**config.mk**
```make
export PLATFORM = sky130hd
export DESIGN_NAME = neuron_array_lif
export DESIGN_NICKNAME = d
export VERILOG_FILES = /design/src/rtl/neuron_pkg.sv /design/src/rtl/neuron_sat_add.sv /design/src/rtl/neuron_array_lif.sv
export SDC_FILE = /design/constraint.sdc
export NUM_CORES = 1
export LEC_CHECK = 0
export BUFFER_PORTS_ARGS = -buffer_cell sky130_fd_sc_hd__buf_4
export CAP_MARGIN = 5
export CORE_MARGIN = 2
export CORE_UTILIZATION = 35
export DETAILED_ROUTE_END_ITERATION = 12
export PLACE_DENSITY = 0.52
export SLEW_MARGIN = 5
export SYNTH_ARGS = -nofsm -noshare
export SYNTH_HDL_FRONTEND = slang
export SYNTH_HIERARCHICAL = 1
export SYNTH_SLANG_ARGS = --single-unit
```
**constraint.sdc**
```tcl
create_clock -name clk -period 9.4 [get_ports clk]
set_input_delay 0.47 -clock clk [delete_from_list [all_inputs] [get_ports clk]]
set_output_delay 0.47 -clock clk [all_outputs]
set_load 0.02 [all_outputs]
```
**src/rtl/neuron_pkg.sv**
```systemverilog
// Shared types and helpers for the LIF neuron array.
// FSM states, reset-mode codes, saturation limits.
package neuron_pkg;

  typedef enum logic {
    ST_IDLE = 1'b0,
    ST_SCAN = 1'b1
  } state_e;

  localparam logic RESET_ZERO     = 1'b0;
  localparam logic RESET_SUBTRACT = 1'b1;

  function automatic longint sat_max(input int w);
    return (longint'(1) <<< (w - 1)) - 1;
  endfunction

  function automatic longint sat_min(input int w);
    return -(longint'(1) <<< (w - 1));
  endfunction

endpackage

```
**src/rtl/neuron_sat_add.sv**
```systemverilog
// Signed saturating adder of width W.
// a_i + b_i clamped to the W-bit signed range on sum_o.
module neuron_sat_add
  import neuron_pkg::*;
#(
  parameter int W = 16
) (
  input  logic signed [W-1:0] a_i,
  input  logic signed [W-1:0] b_i,
  output logic signed [W-1:0] sum_o
);

  localparam logic signed [W-1:0] MAXV = W'(sat_max(W));
  localparam logic signed [W-1:0] MINV = W'(sat_min(W));

  logic [W:0] s;

  assign s = {a_i[W-1], a_i} + {b_i[W-1], b_i};

  always_comb begin
    sum_o = s[W-1:0];
    if (s[W] != s[W-1]) begin
      sum_o = s[W] ? MINV : MAXV;
    end
  end

endmodule

```
**src/rtl/neuron_array_lif.sv**
```systemverilog
// Array of leaky integrate-and-fire neurons with scan FSM.
// Ports: update in, tick/scan control, spike out, debug read.
module neuron_array_lif
  import neuron_pkg::*;
#(
  parameter int NUM_NEURONS            = 8,
  parameter int BIT_WIDTH_ADDR         = 3,
  parameter int BIT_WIDTH_MEMBRANE     = 16,
  parameter int BIT_WIDTH_BIG_MEMBRANE = 16,
  parameter int BIT_WIDTH_REFRAC       = 4
) (
  input  logic                                     clk,
  input  logic                                     reset_n,
  input  logic signed [BIT_WIDTH_MEMBRANE-1:0]     threshold_i,
  input  logic [3:0]                               leak_shift_i,
  input  logic                                     reset_mode_i,
  input  logic [BIT_WIDTH_REFRAC-1:0]              refractory_i,
  input  logic                                     update_valid_i,
  output logic                                     update_ready_o,
  input  logic [BIT_WIDTH_ADDR-1:0]                update_addr_i,
  input  logic signed [BIT_WIDTH_MEMBRANE-1:0]     update_value_i,
  input  logic                                     big_clear_i,
  input  logic                                     timestep_tick_i,
  output logic                                     spike_valid_o,
  output logic [BIT_WIDTH_ADDR-1:0]                spike_addr_o,
  output logic [NUM_NEURONS-1:0]                   spike_vector_o,
  output logic                                     scan_done_o,
  output logic                                     tick_overrun_o,
  input  logic [BIT_WIDTH_ADDR-1:0]                rd_addr_i,
  output logic signed [BIT_WIDTH_MEMBRANE-1:0]     membrane_o,
  output logic signed [BIT_WIDTH_BIG_MEMBRANE-1:0] big_membrane_o
);

  localparam int N  = NUM_NEURONS;
  localparam int AW = BIT_WIDTH_ADDR;
  localparam int MW = BIT_WIDTH_MEMBRANE;
  localparam int BW = BIT_WIDTH_BIG_MEMBRANE;
  localparam int RW = BIT_WIDTH_REFRAC;

  logic signed [MW-1:0] mem_q [N];
  logic signed [BW-1:0] big_q [N];
  logic [RW-1:0]        ref_q [N];

  state_e        state_q, state_d;
  logic [AW-1:0] idx_q, idx_d;
  logic          done_q, done_d;
  logic          sv_q;
  logic [AW-1:0] sa_q;
  logic [N-1:0]  vec_q, acc_q;
  logic          ovr_q;

  logic idle, scan, accept, last;

  assign idle   = (state_q == ST_IDLE);
  assign scan   = (state_q == ST_SCAN);
  assign accept = update_valid_i && idle;
  assign last   = (idx_q == AW'(N - 1));

  logic signed [MW-1:0] upd_sum;
  logic signed [BW-1:0] big_sum, big_ext;

  assign big_ext = BW'(update_value_i);

  neuron_sat_add #(.W(MW)) u_upd (
    .a_i   (mem_q[update_addr_i]),
    .b_i   (update_value_i),
    .sum_o (upd_sum)
  );

  neuron_sat_add #(.W(BW)) u_big (
    .a_i   (big_q[update_addr_i]),
    .b_i   (big_ext),
    .sum_o (big_sum)
  );

  logic signed [MW-1:0] sm, shr, leaked;
  logic signed [MW-1:0] sub, neg_thr, scan_m;
  logic                 fire;
  logic [N-1:0]         one_hot;

  assign sm      = mem_q[idx_q];
  assign shr     = sm >>> leak_shift_i;
  assign leaked  = (leak_shift_i == 4'd0) ? sm : sm - shr;
  assign fire    = (ref_q[idx_q] == '0) && (leaked >= threshold_i);
  assign neg_thr = -threshold_i;
  assign one_hot = N'(1) << idx_q;

  neuron_sat_add #(.W(MW)) u_thr (
    .a_i   (leaked),
    .b_i   (neg_thr),
    .sum_o (sub)
  );

  always_comb begin
    scan_m = leaked;
    if (fire) begin
      scan_m = (reset_mode_i == RESET_SUBTRACT) ? sub : '0;
    end
  end

  always_comb begin
    state_d = state_q;
    idx_d   = idx_q;
    done_d  = 1'b0;
    unique case (state_q)
      ST_IDLE: begin
        if (timestep_tick_i) begin
          state_d = ST_SCAN;
          idx_d   = '0;
        end
      end
      ST_SCAN: begin
        idx_d = idx_q + AW'(1);
        if (last) begin
          state_d = ST_IDLE;
          done_d  = 1'b1;
        end
      end
      default: state_d = ST_IDLE;
    endcase
  end

  always_ff @(posedge clk or negedge reset_n) begin
    if (!reset_n) begin
      state_q <= ST_IDLE;
      idx_q   <= '0;
      done_q  <= 1'b0;
      sv_q    <= 1'b0;
      sa_q    <= '0;
      vec_q   <= '0;
      acc_q   <= '0;
      ovr_q   <= 1'b0;
    end else begin
      state_q <= state_d;
      idx_q   <= idx_d;
      done_q  <= done_d;
      sv_q    <= scan && fire;
      sa_q    <= idx_q;
      if (scan && timestep_tick_i) ovr_q <= 1'b1;
      if (scan) begin
        if (last) begin
          vec_q <= acc_q | (fire ? one_hot : '0);
          acc_q <= '0;
        end else if (fire) begin
          acc_q <= acc_q | one_hot;
        end
      end
    end
  end

  always_ff @(posedge clk or negedge reset_n) begin
    if (!reset_n) begin
      for (int i = 0; i < N; i++) begin
        mem_q[i] <= '0;
        big_q[i] <= '0;
        ref_q[i] <= '0;
      end
    end else begin
      if (idle && big_clear_i) begin
        for (int i = 0; i < N; i++) big_q[i] <= '0;
      end else if (accept) begin
        big_q[update_addr_i] <= big_sum;
      end
      if (accept && ref_q[update_addr_i] == '0) begin
        mem_q[update_addr_i] <= upd_sum;
      end
      if (scan) begin
        if (ref_q[idx_q] != '0) begin
          ref_q[idx_q] <= ref_q[idx_q] - RW'(1);
        end else begin
          mem_q[idx_q] <= scan_m;
          if (fire) ref_q[idx_q] <= refractory_i;
        end
      end
    end
  end

  assign update_ready_o = idle;
  assign spike_valid_o  = sv_q;
  assign spike_addr_o   = sa_q;
  assign spike_vector_o = vec_q;
  assign scan_done_o    = done_q;
  assign tick_overrun_o = ovr_q;
  assign membrane_o     = mem_q[rd_addr_i];
  assign big_membrane_o = big_q[rd_addr_i];

endmodule

```
Word level (Yosys, flattened, before mapping)
Index checks and enable logic that the tools add are counted.
{ "op_classes": {"n_bitwise": 6, "eq_ne": 5, "mux": 58, "add_sub_neg": 7, "order_cmp": 6, "shifts": 2, "n_reduce_logical": 18} }
{ "op_table": {"columns": ["cell", "count"], "rows": [
  ["128-bit 2-to-1 mux", 5],
  ["128-bit bitwise mux", 3],
  ["16-bit 2-to-1 mux", 21],
  ["16-bit binary-select mux with 3-bit select", 5],
  ["16-bit demux with 3-bit select", 2],
  ["32-bit bitwise mux", 2],
  ["32-bit 2-to-1 mux", 2],
  ["16-bit by 16-bit adder with 17-bit output", 3],
  ["4-bit binary-select mux with 3-bit select", 2],
  ["8-bit 2-to-1 mux", 3],
  ["4-bit 2-to-1 mux", 5],
  ["16-bit greater-or-equal comparator", 1],
  ["16-bit negation", 1],
  ["8-bit bitwise OR", 2],
  ["16-bit by 4-bit >>> shifter with 16-bit output", 1],
  ["16-bit subtractor", 1],
  ["4-bit demux with 3-bit select", 1],
  ["4-bit greater-or-equal comparator (second input constant)", 3],
  ["4-bit zero test", 3],
  ["3-bit NOT with 4-bit output", 3],
  ["1-bit logical AND", 8],
  ["4-bit by 1-bit < comparator with 1-bit output (second input constant)", 2],
  ["1-bit by 3-bit << shifter with 8-bit output (first input constant)", 1],
  ["3-bit one-hot mux with 2 select lines", 1],
  ["12 further kinds", 21]
]} }
{ "word_totals": {"ff_bits": 314, "inputBits": 52} }

Longest topological paths before layout
Gate-level depths: netlist of the first run.
{ "depth": {"ltp_word": 15, "depth_mapped": 33, "mapped_depth_nobuf": 28} }

Hierarchy
The synthesis of the first run kept the hierarchy.
{ "by_module_without_submodules": {"columns": ["module", "n_inst", "seq_area_each_um2", "cells_each", "area_per_inst_um2"], "rows": [
  ["neuron_array_lif", 1, 7857.5, 2210, 20988.9],
  ["neuron_sat_add", 3, 0.0, 150, 1139.8]
]} }

Worst setup path after synthesis of the first run
No wires, ideal clock.
{ "synth_path": {"path_kind": "register -> register", "from": "register idx_q[0]", "to": "register ref_q[0] (netlist bit)", "setup_ns": 0.125, "synth_period_minus_slack_ns": 6.717, "required_time_ns": 9.275, "arrival_time_ns": 6.593, "slack_ns": 2.683, "path_stages_with_launch": 29, "path_buffers": 4, "cell_sequence": "dfrtp_1 -> buf_2 -> buf_4 -> or2_2 -> clkbuf_1 -> o221a_2 -> o21a_1 -> mux4_2 -> mux2i_1 -> inv_1 -> a221oi_1 -> ha_1 -> inv_1 -> fa_1 -> a211oi_1 -> o21ai_0 -> a311oi_1 -> o31ai_1 -> xor2_1 -> o21a_1 -> ha_1 -> nand4_1 -> nor4_1 -> o21ai_0 -> and4_1 -> o21ba_2 -> buf_2 -> nor3_1 -> mux2_2"} }
{ "synth_via": {"elab_chain_len": 11, "elab_cells_between_ends": 26, "classes_between": "2 x add/sub; 3 x order compare; 1 x shift; 13 x mux; 1 x bitwise; 6 x reduce/logical"} }
{ "synth_lines": {"columns": ["item", "line", "text"], "rows": [
  ["start, declared", "neuron_array_lif.sv:45", "logic [AW-1:0] idx_q, idx_d;"],
  ["start signal, assigned", "neuron_array_lif.sv:135", "idx_q <= idx_d;"],
  ["3-bit NOT with 4-bit output (implied by the code) *", "neuron_array_lif.sv:81", "assign sm = mem_q[idx_q];"],
  ["16-bit binary-select mux with 3-bit select *", "neuron_array_lif.sv:81", null],
  ["16-bit 2-to-1 mux (implied by the code) * (2 in a row)", "neuron_array_lif.sv:81", null],
  ["16-bit by 4-bit >>> shifter with 16-bit output", "neuron_array_lif.sv:82", "assign shr = sm >>> leak_shift_i;"],
  ["16-bit subtractor", "neuron_array_lif.sv:83", "assign leaked = (leak_shift_i == 4'd0) ? sm : sm - shr;"],
  ["16-bit 2-to-1 mux *", "neuron_array_lif.sv:83", null],
  ["net leaked[14]", "neuron_array_lif.sv:76", "logic signed [MW-1:0] sm, shr, leaked;"],
  ["16-bit greater-or-equal comparator *", "neuron_array_lif.sv:84", "assign fire = (ref_q[idx_q] == '0) && (leaked >= threshold_i);"],
  ["1-bit logical AND *", "neuron_array_lif.sv:84", null],
  ["2-bit nonzero test (no source line) *", null, null],
  ["2-bit AND reduction (no source line) *", null, null],
  ["end signal, assigned by index", "neuron_array_lif.sv:169", "ref_q[idx_q] <= ref_q[idx_q] - RW'(1);"],
  ["end signal, assigned by index", "neuron_array_lif.sv:172", "if (fire) ref_q[idx_q] <= refractory_i;"],
  ["end, declared", "neuron_array_lif.sv:42", "logic [RW-1:0] ref_q [N];"]
]} }
The timed path passes the listed nets; every way through them passes the cells marked *. The select of a mux whose other input is x is not followed.
A chain may end at the register's enable or synchronous reset.

Worst setup path after layout of the first run
{ "layout_path": {"from": "register idx_q[1]", "to": "register mem_q[76] (netlist bit)"} }
{ "layout_via": {"elab_chain_len": 15, "elab_cells_between_ends": 28, "classes_between": "2 x add/sub; 3 x order compare; 1 x eq/ne; 1 x shift; 16 x mux; 1 x bitwise; 4 x reduce/logical"} }
{ "layout_lines": {"columns": ["item", "line", "text"], "rows": [
  ["3-bit NOT with 4-bit output (implied by the code) *", "neuron_array_lif.sv:81", null],
  ["16-bit binary-select mux with 3-bit select *", "neuron_array_lif.sv:81", null],
  ["16-bit 2-to-1 mux (implied by the code) * (2 in a row)", "neuron_array_lif.sv:81", null],
  ["16-bit by 4-bit >>> shifter with 16-bit output", "neuron_array_lif.sv:82", null],
  ["16-bit subtractor", "neuron_array_lif.sv:83", null],
  ["16-bit 2-to-1 mux *", "neuron_array_lif.sv:83", null],
  ["net leaked[14]", "neuron_array_lif.sv:76", null],
  ["16-bit by 16-bit adder with 17-bit output", "neuron_sat_add.sv:18", "assign s = {a_i[W-1], a_i} + {b_i[W-1], b_i};"],
  ["16-bit 2-to-1 mux or 1-bit inequality test (tied branches)", "neuron_sat_add.sv:23, neuron_sat_add.sv:22", null],
  ["16-bit 2-to-1 mux", "neuron_sat_add.sv:22", "if (s[W] != s[W-1]) begin"],
  ["16-bit 2-to-1 mux", "neuron_array_lif.sv:97", "scan_m = (reset_mode_i == RESET_SUBTRACT) ? sub : '0;"],
  ["16-bit 2-to-1 mux *", "neuron_array_lif.sv:96", "if (fire) begin"],
  ["128-bit bitwise mux *", "neuron_array_lif.sv:171", "mem_q[idx_q] <= scan_m;"],
  ["128-bit 2-to-1 mux *", "neuron_array_lif.sv:168", "if (ref_q[idx_q] != '0) begin"],
  ["128-bit 2-to-1 mux *", "neuron_array_lif.sv:167", "if (scan) begin"],
  ["end signal, assigned by index", "neuron_array_lif.sv:165", "mem_q[update_addr_i] <= upd_sum;"],
  ["end signal, assigned by index", "neuron_array_lif.sv:171", null],
  ["end, declared", "neuron_array_lif.sv:40", "logic signed [MW-1:0] mem_q [N];"]
]} }
Marks and branches as above.

==> results of run 1 <==
## layout make-up
| type | count | area [um2] | share of cell area, % |
|---|---|---|---|
| Tap cell | 931 | 1160 | 4.29 |
| Sequential cell | 314 | 7860 | 28.9 |
| Clock buffer | 60 | 1220 | 4.47 |
| Clock inverter | 14 | 159 | 0.585 |
| Inverter | 64 | 240 | 0.884 |
| Multi-Input combinational cell | 2077 | 15400 | 56.7 |
| Timing Repair Buffer | 147 | 1130 | 4.14 |
## timing repair
action                                  in CTS  in global routing
endpoints found under the setup margin       0                  0
hold endpoints to repair                    82                  0
buffers inserted                             0                  0
hold buffers                                 1                  0
## cell families after synthesis
| group | share of synthesized area (%) |
|---|---|
| buffers and inverters | 5.00 |
| AND/OR/NAND/NOR | 14.6 |
| flip-flops | 32.2 |
| XOR/XNOR | 2.46 |
| AO/OA/AOI/OAI | 20.3 |
| multiplexers | 19.6 |
| adder cells (fa/ha/maj) | 5.91 |
## synthesized netlist by cell type, types with 20 or more instances
master	n
a21o_1	20
nor2_1	148
clkbuf_1	117
a22oi_1	87
a221oi_1	37
mux4_2	81
xnor2_1	42
a22o_1	20
and2_1	26
nor3_1	27
o21ai_0	113
dfrtp_1	314
ha_1	89
nand2_1	411
buf_2	35
inv_1	62
mux2_2	211
a31oi_1	20
a21oi_1	315
mux2i_1	46
nand3_1	47
buf_1	23
## layout by cell type (no fill, tap or decap), types with 20 or more instances in the layout
| cell type | Yosys | layout |
|---|---|---|
| and2_1 | 26 | 26 |
| o21ai_0 | 113 | 113 |
| xnor2_1 | 42 | 42 |
| clkbuf_16 | 0 | 40 |
| a221oi_1 | 37 | 37 |
| mux2_2 | 211 | 211 |
| nand2_1 | 411 | 411 |
| a22oi_1 | 87 | 87 |
| a31oi_1 | 20 | 20 |
| a22o_1 | 20 | 20 |
| nand3_1 | 47 | 47 |
| buf_4 | 18 | 144 |
| inv_1 | 62 | 62 |
| mux2i_1 | 46 | 46 |
| ha_1 | 89 | 89 |
| mux4_2 | 81 | 81 |
| nor2_1 | 148 | 147 |
| a21oi_1 | 315 | 315 |
| dfrtp_1 | 314 | 312 |
| a21o_1 | 20 | 20 |
| nor3_1 | 27 | 23 |
## critical path, stage by stage, from the launching register on
cell	delay, ns
dfrtp_2	0.87
nor2b_1	0.64
a221o_1	0.30
a211oi_1	0.18
mux4_2	0.55
mux2i_1	0.21
inv_1	0.07
a221oi_1	0.34
ha_1	0.23
inv_1	0.07
fa_1	0.48
a211oi_1	0.39
o21ai_0	0.27
a311oi_1	0.37
o31ai_1	0.13
xor2_1	0.17
o21a_1	0.24
ha_1	0.32
nand4_1	0.16
nor4_1	0.39
o21ai_0	0.19
and4_1	0.28
nor3_4	0.53
mux2i_1	0.95
o21ai_0	0.23
## how the worst min path moves through the flow
| stage | to | from | cells after the start |
|---|---|---|---|
| after global placement | tick_overrun_o$_DFFE_PN0P_ | tick_overrun_o$_DFFE_PN0P_ | 1 |
| final | idx_q[1]$_DFFE_PN0P_ | timestep_tick_i | 2 |
| after floorplan | async pin | reset_n | 0 |
| after detailed placement | tick_overrun_o$_DFFE_PN0P_ | tick_overrun_o$_DFFE_PN0P_ | 1 |
| after CTS | idx_q[1]$_DFFE_PN0P_ | timestep_tick_i | 2 |
| after global routing | idx_q[1]$_DFFE_PN0P_ | timestep_tick_i | 2 |
## registers in the layout (all words and copies together) (netlist names), 3 cells and up, named ones only
signal,flops
spike_addr_o,3
mem_q,128
big_q,128
idx_q,3
acc_q,7
spike_vector_o,8
ref_q,32
## per-layer routing
metal | part of all wire (%) | global-route usage [%] | wire (um) | vias up
met2 | 48 | 42.6 | 44100 | 977
met4 | 4.1 | 10.3 | 3760 | 2
met5 | 0.013 | 0 | 12 | -
met1 | 41 | 32.3 | 37600 | 10765
met3 | 7.3 | 4.52 | 6770 | 241
li1 | - | - | - | 9749
## stage by stage
step           util, %  hold WS, ns  area, um2
2_1_floorplan        -        0.174      24400
3_3_place_gp      37.5        0.451      25800
3_5_place_dp      37.5        0.465      25800
4_1_cts           39.5       0.0615      27200
5_1_grt           39.5       0.0794      27200
6_report          39.5       0.0789      27200
==> results_dict.tcl, run 1 <==
set metrics [dict create \
    status "completed" \
    netlist_top_cells_area "dfrtp_1, mux2_2, mux4_2, a21oi_1, nand2_1" \
    drc 0 \
    syn_nets 2805 \
    routabilityCongestion 0.929 \
    drv_slew 0 \
    worstPathRequired_ns 9.82 \
    drtPass1Iterations 6 \
    num_rows 96 \
    core_region_area_mm2 0.0688 \
    postSynthAreaPerCell_um2 9.18 \
    cp-startpoint "idx_q[1]$_DFFE_PN0P_" \
    drive_gt1_share_pct 21.7 \
    skew_ns 0.0305 \
    slew_headroom_pct 16.6 \
    drt_wl_total_mm 92.2 \
    synth_edf_count 0 \
    io_pins 99 \
    worst_r2r_path_depth 24 \
    min-delay-path-class "in -> reg" \
    cts_buffers 40 \
    die_area_mm2 0.0719 \
    clkTransAtPathRegs_ns 0.06 \
    ant_nets 0 \
    maxCapViolations 0 \
    synth_top_area_share_pct 32.2 \
    routedWlPerCell_um 25.6 \
    hold_viol_final 0 \
    cts_resized 0 \
    ys_seq_elements 314 \
    drt_iter0_drc 2069 \
    crit_type "reg -> reg" \
    chipHeight_um 268 \
    worst_slack_ns 0.661 \
    rsz0062_at_grt "no" \
    place_hpwl_mm 62.2 \
    place_ws_ns 0.930 \
    grt_max_degree 154 \
    via_per_inst 6.03 \
    async_reset_ff_share_pct 100 \
    fillers 6853 \
    stdcell_count 3607 \
    setup_violations 0 \
    reg2reg_to "mem_q[76]$_DFF_PN0_" \
    cp-endpoint "mem_q[76]$_DFF_PN0_" \
    die_w_um 268 \
    area_growth_pct 11.4 \
    yosys_warnings 6 \
    nets 2789 \
    yosysSeqAreaShare_pct 32.2 \
    cts-root-buf "clkbuf_16" \
    grt_pass1_vias 21411 \
    r2r_slack_ns 0.66 \
    grt_use_total_pct 25.4 \
    worst_setup_path_start_kind "register" \
    min_period_ns 8.74 \
    cts_tree "done" \
    tightest_slew_ns 1.24 \
    route.vias.total 21734 \
    clockBufferDepth 3 \
    worstPathArrival_ns 9.16 \
    grt_first_pass_wirelength_mm 137 \
    portBuffers 98 \
    netlist_area_mm2 0.0244 \
    syn-instance-count 2660 \
    clk_latency_ns 0.59 \
    diodes 0 \
    initial_core_util_pct 35.5 \
    cts.sinks 314 \
    critPathMaxFanout 37 \
    grt-ovfl-total 0 \
    synth_area_leader_cell "dfrtp_1" \
    fmax_mhz 114 \
    htreeDepth 2 \
    ys.flop_type "dfrtp_1" \
    finalCritPeriodShare_pct 93.0 \
    cp-end-kind "register" \
    synth_cell_types 89 \
    grt_antenna_before_repair 1 \
    setup_tns_ns 0 \
    dp.cells 3532 \
    rr_startpoint "idx_q[1]$_DFFE_PN0P_" \
]
Power of run 1 is left out: the tool's default activity adds up to more than one toggle a clock period on the data nets, which glitch-free logic cannot reach.
==> run 2: changes to the inputs <==
Settings changed: PLACE_DENSITY 0.52 to 0.47.
==> results_dict.tcl, run 2 (synthesis results as in run 1) <==
set metrics [dict create \
    cpPeakStageDelay_ns 0.86 \
    clockBufferDepth 3 \
    num_rows 96 \
    hold_viol_final 0 \
    drtPass1Iterations 6 \
    drv_slew 0 \
    min-delay-path-class "in -> reg" \
    drt_iter0_drc 2134 \
    fmax_mhz 117 \
    cts_tree "done" \
    grt_first_pass_wirelength_mm 144 \
    drt_wl_total_mm 97.7 \
    drc 0 \
    rsz0062_at_grt "no" \
    grt-ovfl-total 0 \
    min_period_ns 8.54 \
    highest_layer "met4" \
    area_growth_pct 11.3 \
    worstPathRequired_ns 9.83 \
    cp_cell_sequence "nor2b_1 -> a221oi_1 -> o21a_1 -> mux4_2 -> mux2i_1 -> inv_1 -> a221oi_1 -> ha_1 -> inv_1 -> fa_1 -> a211oi_1 -> o21ai_0 -> a311oi_1 -> o31ai_1 -> xor2_1 -> o21a_1 -> ha_1 -> nand4_1 -> nor4_1 -> o21ai_0 -> and4_1 -> nor3_4 -> mux2i_1 -> o21ai_0" \
    wl_met1_mm 41.8 \
    finalCritPeriodShare_pct 90.8 \
    whs_ns 0.121 \
    core_region_area_mm2 0.0688 \
    final_common_cell "nand2_1" \
    chipHeight_um 268 \
    routedWlPerCell_um 27.1 \
    multi_input_area_mm2 0.0154 \
    critPathMaxFanout 34 \
    dp.cells 3533 \
    worstPathArrival_ns 8.96 \
    nets 2791 \
    dr_wl_met2_mm 46.0 \
    tightest_slew_ns 1.29 \
    worst_path_dominant_cell_family "compound AO/OA/AOI/OAI gates" \
    grt_antenna_before_repair 0 \
    reg_top3 "big_q: 128 flops, mem_q: 128 flops, ref_q: 32 flops" \
    io_pins 99 \
    cts_resized 0 \
    seqCellArea_mm2 0.00786 \
    portBuffers 98 \
    clk_latency_ns 0.61 \
    diodes 0 \
    place_hpwl_mm 65.7 \
    fillers 6828 \
    cts-root-buf "clkbuf_16" \
    die_area_mm2 0.0719 \
    crit_slowest_cell "mux2i_1" \
    stdcell_count 3606 \
    crit_path_frequent_cell "o21ai_0" \
    post_cts.repair.setup_buffers 0 \
    grt_max_degree 100 \
    maxCapViolations 0 \
    cts_buffers 41 \
    status "completed" \
    clkTransAtPathRegs_ns 0.06 \
    drive_gt1_share_pct 21.8 \
    cts.sinks 314 \
    setup_violations 0 \
    grt_pass1_vias 21304 \
    grt_use_total_pct 27.0 \
    routabilityCongestion 0.906 \
    skew_ns 0.0261 \
    final_cell_mix "nand2_1, a21oi_1, dfrtp_1" \
    setup_tns_ns 0 \
    cp-end-kind "register" \
    die_w_um 268 \
    via_per_inst 6.11 \
    ant_nets 0 \
    routed-wl-met3_mm 6.54 \
    htreeDepth 2 \
    crit_type "reg -> reg" \
    initial_core_util_pct 35.5 \
    cts_hold_buffers 1 \
    path_buf_inv 2 \
    slew_headroom_pct 13.7 \
    route.vias.total 22021 \
    worst_setup_path_start_kind "register" \
]
## run 2: cell types whose count changed in the layout (fill, tap and decap cells not counted), sizes merged
cell | before | now
clkinvlp | 2 | 1
buf | 146 | 147
clkinv | 11 | 14
bufinv | 1 | 2
clkbuf | 60 | 55
## run 2: worst paths after layout
check,start,slack (ns),end,cells after the start
setup / recovery,idx_q[2]$_DFFE_PN0P_,0.86,mem_q[52]$_DFF_PN0_,24
hold / removal,timestep_tick_i,0.12,idx_q[1]$_DFFE_PN0P_,2
hold reg to reg,tick_overrun_o$_DFFE_PN0P_,0.46,tick_overrun_o$_DFFE_PN0P_,1
setup reg to reg,idx_q[2]$_DFFE_PN0P_,0.86,mem_q[52]$_DFF_PN0_,24
min in group asynchronous,reset_n,0.52,spike_vector_o[1]$_DFFE_PN0P_,2
max in group asynchronous,reset_n,7.16,mem_q[103]$_DFF_PN0_,3
## run 2: cell type report
cell class              count  share of cell area [%]
flip-flops and latches    314                    28.9
repair buffers            148                    4.13
clock buffers              55                    4.23
clock inverters            17                   0.737
multi-input cells        2077                    56.8
well taps                 931                    4.29
inverters                  64                   0.884
## run 2: worst register-to-register path, delay by kind of cell, from the launching register on
kind | cells | cell delay, ns
AOI/OAI and AO/OA | 10 | 2.58
and+or+nand+nor | 5 | 2.11
muxes | 3 | 1.59
adders and majority gates | 3 | 1.01
DFF | 1 | 0.82
xor gates and xnor gates | 1 | 0.16
buffers and inverters | 2 | 0.13
## run 2: metrics by stage
step	cell area, um2	setup slack (ns)	utilization (%)
global placement	25800	1.19	37.5
CTS	27200	1.07	39.5
floorplan	24400	2.68	-
finish	27200	0.863	39.5
global route	27200	0.390	39.5
detailed placement	25800	1.13	37.5
## run 2: layer usage
metal	up-vias	track usage [%]
met5	-	0
met4	0	9.39
met3	209	3.72
met2	1015	44.0
met1	10997	36.6
li1	9800	-
Power of run 2 is left out for the same reason.
